==> config.mk <==
export PLATFORM = sky130hd
export DESIGN_NAME = pll_lock_sequencer
export DESIGN_NICKNAME = d
export VERILOG_FILES = /design/src/rtl/pll_seq_pkg.sv /design/src/rtl/pll_lock_sequencer_sync_ff.sv /design/src/rtl/pll_lock_sequencer.sv
export SDC_FILE = /design/constraint.sdc
export NUM_CORES = 1
export LEC_CHECK = 0
export CAP_MARGIN = 30
export CORE_ASPECT_RATIO = 0.7
export CORE_MARGIN = 3
export CORE_UTILIZATION = 42
export DETAILED_ROUTE_END_ITERATION = 16
export GPL_ROUTABILITY_DRIVEN = 0
export GPL_TIMING_DRIVEN = 0
export PLACE_DENSITY_LB_ADDON = 0.25
export SLEW_MARGIN = 10
export SYNTH_ARGS = -nofsm -noshare
export SYNTH_HDL_FRONTEND = slang
export SYNTH_SLANG_ARGS = --single-unit
export TNS_END_PERCENT = 30
==> constraint.sdc <==
create_clock -name clock_in -period 6.23 [get_ports clock_in]
set_input_delay 1.869 -clock clock_in [delete_from_list [all_inputs] [get_ports clock_in]]
set_output_delay 1.869 -clock clock_in [all_outputs]
set_load 0.05 [all_outputs]
==> src/rtl/pll_seq_pkg.sv <==
// Shared types and default timing constants for the PLL lock sequencer.
package pll_seq_pkg;

  typedef enum logic [2:0] {
    ST_PRST   = 3'd0,
    ST_WAIT   = 3'd1,
    ST_STABLE = 3'd2,
    ST_RUN    = 3'd3,
    ST_FAIL   = 3'd4
  } pll_state_e;

  // Defaults assume the 25 MHz board oscillator.
  localparam int unsigned DEF_RST_PULSE_CYCLES    = 16;
  localparam int unsigned DEF_LOCK_TIMEOUT_CYCLES = 25000;
  localparam int unsigned DEF_STABLE_CYCLES       = 2500;
  localparam int unsigned DEF_MAX_RETRIES         = 3;

  function automatic int unsigned cyc_max3(input int unsigned a,
                                           input int unsigned b,
                                           input int unsigned c);
    int unsigned m;
    m = a;
    if (b > m) m = b;
    if (c > m) m = c;
    return m;
  endfunction

endpackage

==> src/rtl/pll_lock_sequencer_sync_ff.sv <==
// Two-flop synchroniser for a single asynchronous status bit.
module sync_ff (
  input  logic clk_i,
  input  logic rst_ni,
  input  logic d_i,
  output logic q_o
);

  logic sync1_q;
  logic sync2_q;

  // Two-stage capture; both stages clear to 0 on reset.
  always_ff @(posedge clk_i or negedge rst_ni) begin
    if (!rst_ni) begin
      sync1_q <= 1'b0;
      sync2_q <= 1'b0;
    end else begin
      sync1_q <= d_i;
      sync2_q <= sync1_q;
    end
  end

  assign q_o = sync2_q;

endmodule

==> src/rtl/pll_lock_sequencer.sv <==
// Bring-up supervisor for the display-clock PLL, clocked by the raw oscillator.
// Optional feature macro: PLL_SEQ_LOSS_COUNT_EN adds the lock_loss_count output.
//
// state  | meaning
// -------+-------------------------------------------------------------
// PRST   | pll_rst asserted for RST_PULSE_CYCLES
// WAIT   | waiting for locked_s, bounded by LOCK_TIMEOUT_CYCLES
// STABLE | counting consecutive locked_s samples before release
// RUN    | display-domain reset released, ready asserted
// FAIL   | retries exhausted; only reset_n leaves this state
module pll_lock_sequencer
  import pll_seq_pkg::*;
#(
  parameter int unsigned RST_PULSE_CYCLES    = DEF_RST_PULSE_CYCLES,
  parameter int unsigned LOCK_TIMEOUT_CYCLES = DEF_LOCK_TIMEOUT_CYCLES,
  parameter int unsigned STABLE_CYCLES       = DEF_STABLE_CYCLES,
  parameter int unsigned MAX_RETRIES         = DEF_MAX_RETRIES
) (
  input  logic       clock_in,
  input  logic       reset_n,
  input  logic       locked,
  output logic       pll_rst,
  output logic       system_reset_n,
  output logic       ready,
  output logic       fail,
  output logic [1:0] retry_count
`ifdef PLL_SEQ_LOSS_COUNT_EN
  ,
  output logic [7:0] lock_loss_count
`endif
);

  localparam int unsigned MAX_CYC = cyc_max3(RST_PULSE_CYCLES, LOCK_TIMEOUT_CYCLES, STABLE_CYCLES);
  localparam int unsigned CNT_W   = (MAX_CYC > 1) ? $clog2(MAX_CYC) : 1;

  localparam logic [CNT_W-1:0] PULSE_LAST   = CNT_W'(RST_PULSE_CYCLES - 1);
  localparam logic [CNT_W-1:0] TIMEOUT_LAST = CNT_W'(LOCK_TIMEOUT_CYCLES - 1);
  localparam logic [CNT_W-1:0] STABLE_LAST  = CNT_W'(STABLE_CYCLES - 1);
  localparam logic [CNT_W-1:0] CNT_MAX      = '1;
  localparam logic [1:0]       RETRY_LIMIT  = 2'(MAX_RETRIES);

  pll_state_e       state_q, state_d;
  logic [CNT_W-1:0] cnt_q, cnt_d;
  logic [1:0]       retry_q, retry_d;
  logic             pll_rst_q, sys_rst_n_q, ready_q, fail_q;
  logic             locked_s;

  sync_ff u_lock_sync (
    .clk_i  (clock_in),
    .rst_ni (reset_n),
    .d_i    (locked),
    .q_o    (locked_s)
  );

  // Next-state, retry bookkeeping and the shared cycle counter.
  always_comb begin
    state_d = state_q;
    retry_d = retry_q;
    unique case (state_q)
      ST_PRST: begin
        if (cnt_q == PULSE_LAST) state_d = ST_WAIT;
      end
      ST_WAIT: begin
        // Lock takes priority over a timeout expiring on the same cycle.
        if (locked_s) begin
          state_d = ST_STABLE;
        end else if (cnt_q == TIMEOUT_LAST) begin
          if (retry_q == RETRY_LIMIT) begin
            state_d = ST_FAIL;
          end else begin
            retry_d = retry_q + 2'd1;
            state_d = ST_PRST;
          end
        end
      end
      ST_STABLE: begin
        if (!locked_s)                 state_d = ST_WAIT;
        else if (cnt_q == STABLE_LAST) state_d = ST_RUN;
      end
      ST_RUN: begin
        if (!locked_s) begin
          retry_d = 2'd0;
          state_d = ST_PRST;
        end
      end
      ST_FAIL: state_d = ST_FAIL;
      default: state_d = ST_PRST;
    endcase

    // Clears on any state change and saturates so long stays in RUN never wrap.
    if (state_d != state_q)  cnt_d = '0;
    else if (cnt_q == CNT_MAX) cnt_d = cnt_q;
    else                     cnt_d = cnt_q + CNT_W'(1);
  end

  // State, counter and outputs decoded from next-state so they move together.
  always_ff @(posedge clock_in or negedge reset_n) begin
    if (!reset_n) begin
      state_q     <= ST_PRST;
      cnt_q       <= '0;
      retry_q     <= 2'd0;
      pll_rst_q   <= 1'b1;
      sys_rst_n_q <= 1'b0;
      ready_q     <= 1'b0;
      fail_q      <= 1'b0;
    end else begin
      state_q     <= state_d;
      cnt_q       <= cnt_d;
      retry_q     <= retry_d;
      pll_rst_q   <= (state_d == ST_PRST);
      sys_rst_n_q <= (state_d == ST_RUN);
      ready_q     <= (state_d == ST_RUN);
      fail_q      <= (state_d == ST_FAIL);
    end
  end

  assign pll_rst        = pll_rst_q;
  assign system_reset_n = sys_rst_n_q;
  assign ready          = ready_q;
  assign fail           = fail_q;
  assign retry_count    = retry_q;

`ifdef PLL_SEQ_LOSS_COUNT_EN
  logic [7:0] loss_cnt_q;
  logic       loss_evt;

  assign loss_evt = (state_q == ST_RUN) && (state_d == ST_PRST);

  // Saturating count of lock losses while running; cleared only by reset_n.
  always_ff @(posedge clock_in or negedge reset_n) begin
    if (!reset_n)                          loss_cnt_q <= 8'd0;
    else if (loss_evt && loss_cnt_q != 8'hFF) loss_cnt_q <= loss_cnt_q + 8'd1;
  end

  assign lock_loss_count = loss_cnt_q;
`endif

endmodule

---- Word level (Yosys, flattened, before mapping) ----
Cells that the tools add are included.
Widths: inputs -> output; s select.
cells by class
  muxes and demuxes ....................... 15
  reductions and logical operators ........ 4
  equality and inequality tests ........... 17
  add/subtract/negate cells ............... 2
operator list
  operator               number
  $eq 15x15->1 const B   2
  $mux 15                2
  $mux 3                 7
  $add 15x1->15 const B  1
  $eq 15x12->1 const B   1
  $eq 15x4->1 const B    1
  $pmux 3 s5             1
  $ne 2x2->1 const B     5
  $eq 3x2->1 const B     3
  $mux 2                 4
  $eq 3x3->1 const B     2
  $logic_not 3->1        2
  $reduce_and 5->1       1
  $pmux 2 s2             1
  $eq 3x1->1 const B     1
  $ne 3x3->1             1
  $add 2x1->2 const B    1
  $eq 2x2->1 const B     1
  $reduce_bool 2->1      1
storage, ports and cells
  input bits .............................. 3
  flip-flop bits (word level) ............. 25
  output and inout port bits .............. 6
  logic and storage cells ................. 46

---- Depth between registers and ports, before layout ----
  depth after elaboration ................. 7
  mapped depth ............................ 7

---- By module ----
A second synthesis with hierarchy kept.
unflattened totals
  cells, all modules ...................... 138
  area, all modules ....................... 1,365.1 um2
by module, submodules not included
  module              cells an instance  area each (um2)  instances
  pll_lock_sequencer  136                1,315.0          1
  sync_ff             2                  50.0             1

---- Least setup slack after synthesis ----
OpenSTA, ideal clock, no wires.
  path kind ............................... flip-flop to output port
  from .................................... reg, netlist name ready
  to ...................................... out system_reset_n
  stages on the path, launching flop included .. 2
  setup slack ............................. 3.475 ns
  buffers on the path ..................... 1
  data arrival time ....................... 0.886 ns
  cell sequence ........................... dfrtp_1 buf_4
RTL lines
  element           line                      text
  end: declaration  pll_lock_sequencer.sv:23  output logic system_reset_n,

---- Worst setup path after layout ----
  from .................................... reg pll_rst_q, in the netlist pll_rst
  to ...................................... out pll_rst
RTL lines
  element                   line                       text
  start: declaration        pll_lock_sequencer.sv:45   logic pll_rst_q, sys_rst_n_q, ready_q, fail_q;
  start signal: assignment  pll_lock_sequencer.sv:110  pll_rst_q <= (state_d == ST_PRST);
  end: declaration          pll_lock_sequencer.sv:22   output logic pll_rst,
No word-level cell between the ends.

==> reports/metrics.json <==
{
  "critical_path.endpoint_type": {"value": "primary output"},
  "core-area": {"value": 2940, "unit": "um2"},
  "accumulated_negative_setup_slack": {"value": 0, "unit": "ns"},
  "drt-met1-wl": {"value": 1520, "unit": "um"},
  "grt_pass1_wl": {"value": 5150, "unit": "um"},
  "grt_remaining_overflow": {"value": 0},
  "synth_common_cells": {"value": "dfrtp_1, nor2_1, nand2_1"},
  "crit_family": {"value": "buffers and inverters"},
  "place_inst": {"value": 183},
  "worstSetupStartpointType": {"value": "flop"},
  "number_of_primary_i_o_pins": {"value": 9},
  "required_time_worst_endpoint": {"value": 4.36, "unit": "ns"},
  "grt_start_max_net_pins": {"value": 15},
  "crit_buf_inv": {"value": 1},
  "ys_ff_latch": {"value": 25},
  "path_max_fanout": {"value": 1},
  "min_path_type": {"value": "reg2reg"},
  "detail_route.wl_per_cell": {"value": 15.1, "unit": "um"},
  "postSynthNetCount": {"value": 143},
  "non_filler_instance_count_after_layout": {"value": 187},
  "area.growth.synth_to_final": {"value": 13.7, "unit": "%"},
  "detailedRoute.firstIterationViolations": {"value": 64},
  "die-width": {"value": 74.1, "unit": "um"},
  "cts-hold-fix-buffers": {"value": 0},
  "synthesis.yosys.warnings": {"value": 0},
  "run_status": {"value": "finished, final reports clean"},
  "topRoutingLayerUsed": {"value": "met4"},
  "cp.arrival": {"value": 1.58, "unit": "ns"},
  "max-slew-margin-rel": {"value": 52.7, "unit": "%"},
  "start_util": {"value": 46.4, "unit": "%"},
  "report.final.hold_viol_count": {"value": 0},
  "tritoncts.num_buffers": {"value": 3},
  "proportion_of_netlist_area_held_by_the_largest_area_contributor": {"value": 44.0, "unit": "%"},
  "share_of_post_route_cells_with_drive_strength_above_1": {"value": 9.27, "unit": "%"},
  "synthesis.area": {"value": 1370, "unit": "um2"},
  "power.ir.vdd_worst": {"value": 0.144, "unit": "mV"},
  "worst_skew_pair.late_latency": {"value": 0.27, "unit": "ns"},
  "skew": {"value": 0.00316, "unit": "ns"},
  "number_of_antenna_violations_at_the_first_check_in_global_routing": {"value": 0},
  "numClockSinks": {"value": 25},
  "crit_path_max_incr_delay": {"value": 0.79, "unit": "ns"},
  "routed-wl-met2": {"value": 1150, "unit": "um"},
  "met3_length": {"value": 115, "unit": "um"},
  "final-max-slew-violation-count": {"value": 0},
  "cts_tree": {"value": "built"},
  "p_leak": {"value": 0.646, "unit": "nW"},
  "worst-slew-pin-transition": {"value": 0.692, "unit": "ns"},
  "post_cts_setup_buffer_count": {"value": 0},
  "max_clock_freq": {"value": 0.290, "unit": "GHz"},
  "ys_seq_area_share": {"value": 45.9, "unit": "%"},
  "cts.path.max_buffers": {"value": 2},
  "vias": {"value": 1108},
  "design.die.area": {"value": 3980, "unit": "um2"},
  "detailedRoute.firstPassIterationCount": {"value": 4},
  "netlist.top_cell.by_area": {"value": "dfrtp_1"},
  "rsz0062_at_grt": {"value": "no"},
  "dpl.hpwl": {"value": 2090, "unit": "um"},
  "antenna_violating_nets_post_route": {"value": 0},
  "detail_route.wirelength": {"value": 2820, "unit": "um"},
  "cap_viol_max_count": {"value": 0},
  "drt_drc_violations_left": {"value": 0},
  "grt_util_all_layers": {"value": 17.5, "unit": "%"},
  "portBuffers": {"value": 8},
  "antenna_cells_inserted": {"value": 0},
  "postSynthAreaPerCell": {"value": 9.89, "unit": "um2"},
  "synth_most_common_cell": {"value": "dfrtp_1"},
  "grt_pass1_vias": {"value": 1069},
  "path_clk_slew": {"value": 0.09, "unit": "ns"},
  "flip_flop_cell_with_the_highest_count_after_synthesis": {"value": "dfrtp_1"},
  "post_synth_num_cell_types": {"value": 44},
  "timing.final.setup_violations": {"value": 0},
  "clock-root-buffer": {"value": "clkbuf_8"},
  "report.power.total": {"value": 0.485, "unit": "mW"},
  "period_share": {"value": 55.4, "unit": "%"},
  "syn-instance-count": {"value": 138},
  "ys_top_cells_by_area": {"value": "dfrtp_1, nor2_1, nand2_1"},
  "synth_enable_flop_cells": {"value": 0},
  "floorplan.rows": {"value": 16},
  "vias_per_std_cell": {"value": 5.93},
  "power_density": {"value": 312, "unit": "nW/um2"},
  "cp_cell_sequence": {"value": "clkdlybuf4s50_1"},
  "ys_async_sr_fraction": {"value": 100, "unit": "%"},
  "timing.setup.critical_path_class": {"value": "reg2out"},
  "cts.repair.resized": {"value": 0},
  "timing.final.crit_period": {"value": 3.45, "unit": "ns"},
  "die_height": {"value": 53.7, "unit": "um"},
  "critical_path.slowest_cell": {"value": "clkdlybuf4s50_1"},
  "htree_num_levels": {"value": 1},
  "finalNetCount": {"value": 157}
}
## flip-flops by register name, summed over array words and instances, names as in the netlist
register / count
state_q: 3
retry_count: 2
fail: 1
u_lock_sync.sync1_q: 1
ready: 1
pll_rst: 1
cnt_q: 15
u_lock_sync.q_o: 1
## routing by layer
| layer | vias up | global-route usage, % |
|---|---|---|
| li1 | 539 | - |
| met1 | 544 | 26.0 |
| met2 | 20 | 24.0 |
| met3 | 5 | 5.22 |
| met4 | 0 | 6.02 |
| met5 | - | 0 |
## report_power, final
part	switching, mW	leakage (nW)	internal [mW]
clock network	0.0518	0.0255	0.0448
logic	0.101	0.297	0.0691
registers	0.0297	0.324	0.188
## final cells by class
cell class	instances	area (um2)
Buffer	6	33.8
Clock buffer	3	41.3
Clock inverter	1	5.00
Fill cell	265	1390
Inverter	2	7.51
Multi-Input combinational cell	105	697
Sequential cell	25	627
Tap cell	36	45.0
Timing Repair Buffer	9	95.1
## worst paths after layout
kind | startpoint | cells past startpoint | slack, ns | endpoint
max | pll_rst$_DFF_PN1_ | 1 | 2.78 | pll_rst
min | u_lock_sync.sync1_q$_DFF_PN0_ | 0 | 0.37 | u_lock_sync.q_o$_DFF_PN0_
max reg2reg | cnt_q[4]$_DFFE_PN0P_ | 6 | 3.85 | cnt_q[2]$_DFFE_PN0P_
min reg2reg | u_lock_sync.sync1_q$_DFF_PN0_ | 0 | 0.37 | u_lock_sync.q_o$_DFF_PN0_
max in group asynchronous | reset_n | 2 | 3.76 | cnt_q[3]$_DFFE_PN0P_
min in group asynchronous | reset_n | 1 | 1.97 | u_lock_sync.q_o$_DFF_PN0_
## worst reg2reg max path, delay by kind of cell, from the launching register on
kind            cells  cell delay [ns]
buf+inv             1             0.18
compound gates      2             0.43
flops               1             0.45
simple gates        3             1.22
## stage by stage
| stage | setup slack (ns) | hold slack, ns | utilization, % | instance area, um2 |
|---|---|---|---|---|
| global route | 2.74 | 0.384 | 52.7 | 1550 |
| CTS | 2.77 | 0.377 | 52.7 | 1550 |
| global placement | 3.04 | 0.338 | 50.6 | 1490 |
| detailed placement | 3.08 | 0.357 | 51.1 | 1510 |
| finish | 2.78 | 0.369 | 52.7 | 1550 |
| floorplan | 3.47 | 0.331 | - | 1370 |
## logic make-up (layout without fill, tap and decap cells)
family / Yosys count / in the layout / synth area share [%]
and+or+nand+nor: 74 / 74 / 30.7
DFF: 25 / 25 / 45.9
AOI/OAI and AO/OA: 19 / 19 / 12.0
xor gates and xnor gates: 9 / 9 / 5.77
buffers and inverters: 8 / 21 / 3.02
adders and majority gates: 2 / 2 / 1.83
muxes: 1 / 1 / 0.733
## placed cells by master, fill, tap and decap left out, types with 2 or more instances in the layout
cell type / synthesis / final
xor2_1: 4 / 4
a21oi_1: 3 / 3
nand2_1: 13 / 13
clkdlybuf4s50_1: 0 / 8
nand4_1: 3 / 3
clkbuf_1: 4 / 4
ha_1: 2 / 2
nor3b_1: 5 / 5
nand3_1: 6 / 6
nand4b_1: 2 / 2
nor3_1: 5 / 5
a31oi_1: 2 / 2
nor4_1: 2 / 2
and3_1: 3 / 3
a221o_1: 2 / 2
inv_1: 2 / 2
clkbuf_8: 0 / 3
or4_4: 2 / 2
dfrtp_1: 24 / 24
nor2b_1: 2 / 2
a211oi_1: 3 / 3
nor2_1: 18 / 18
xnor2_1: 5 / 5
and4_1: 4 / 4
Note: power is estimated with default switching activity, not from simulation.
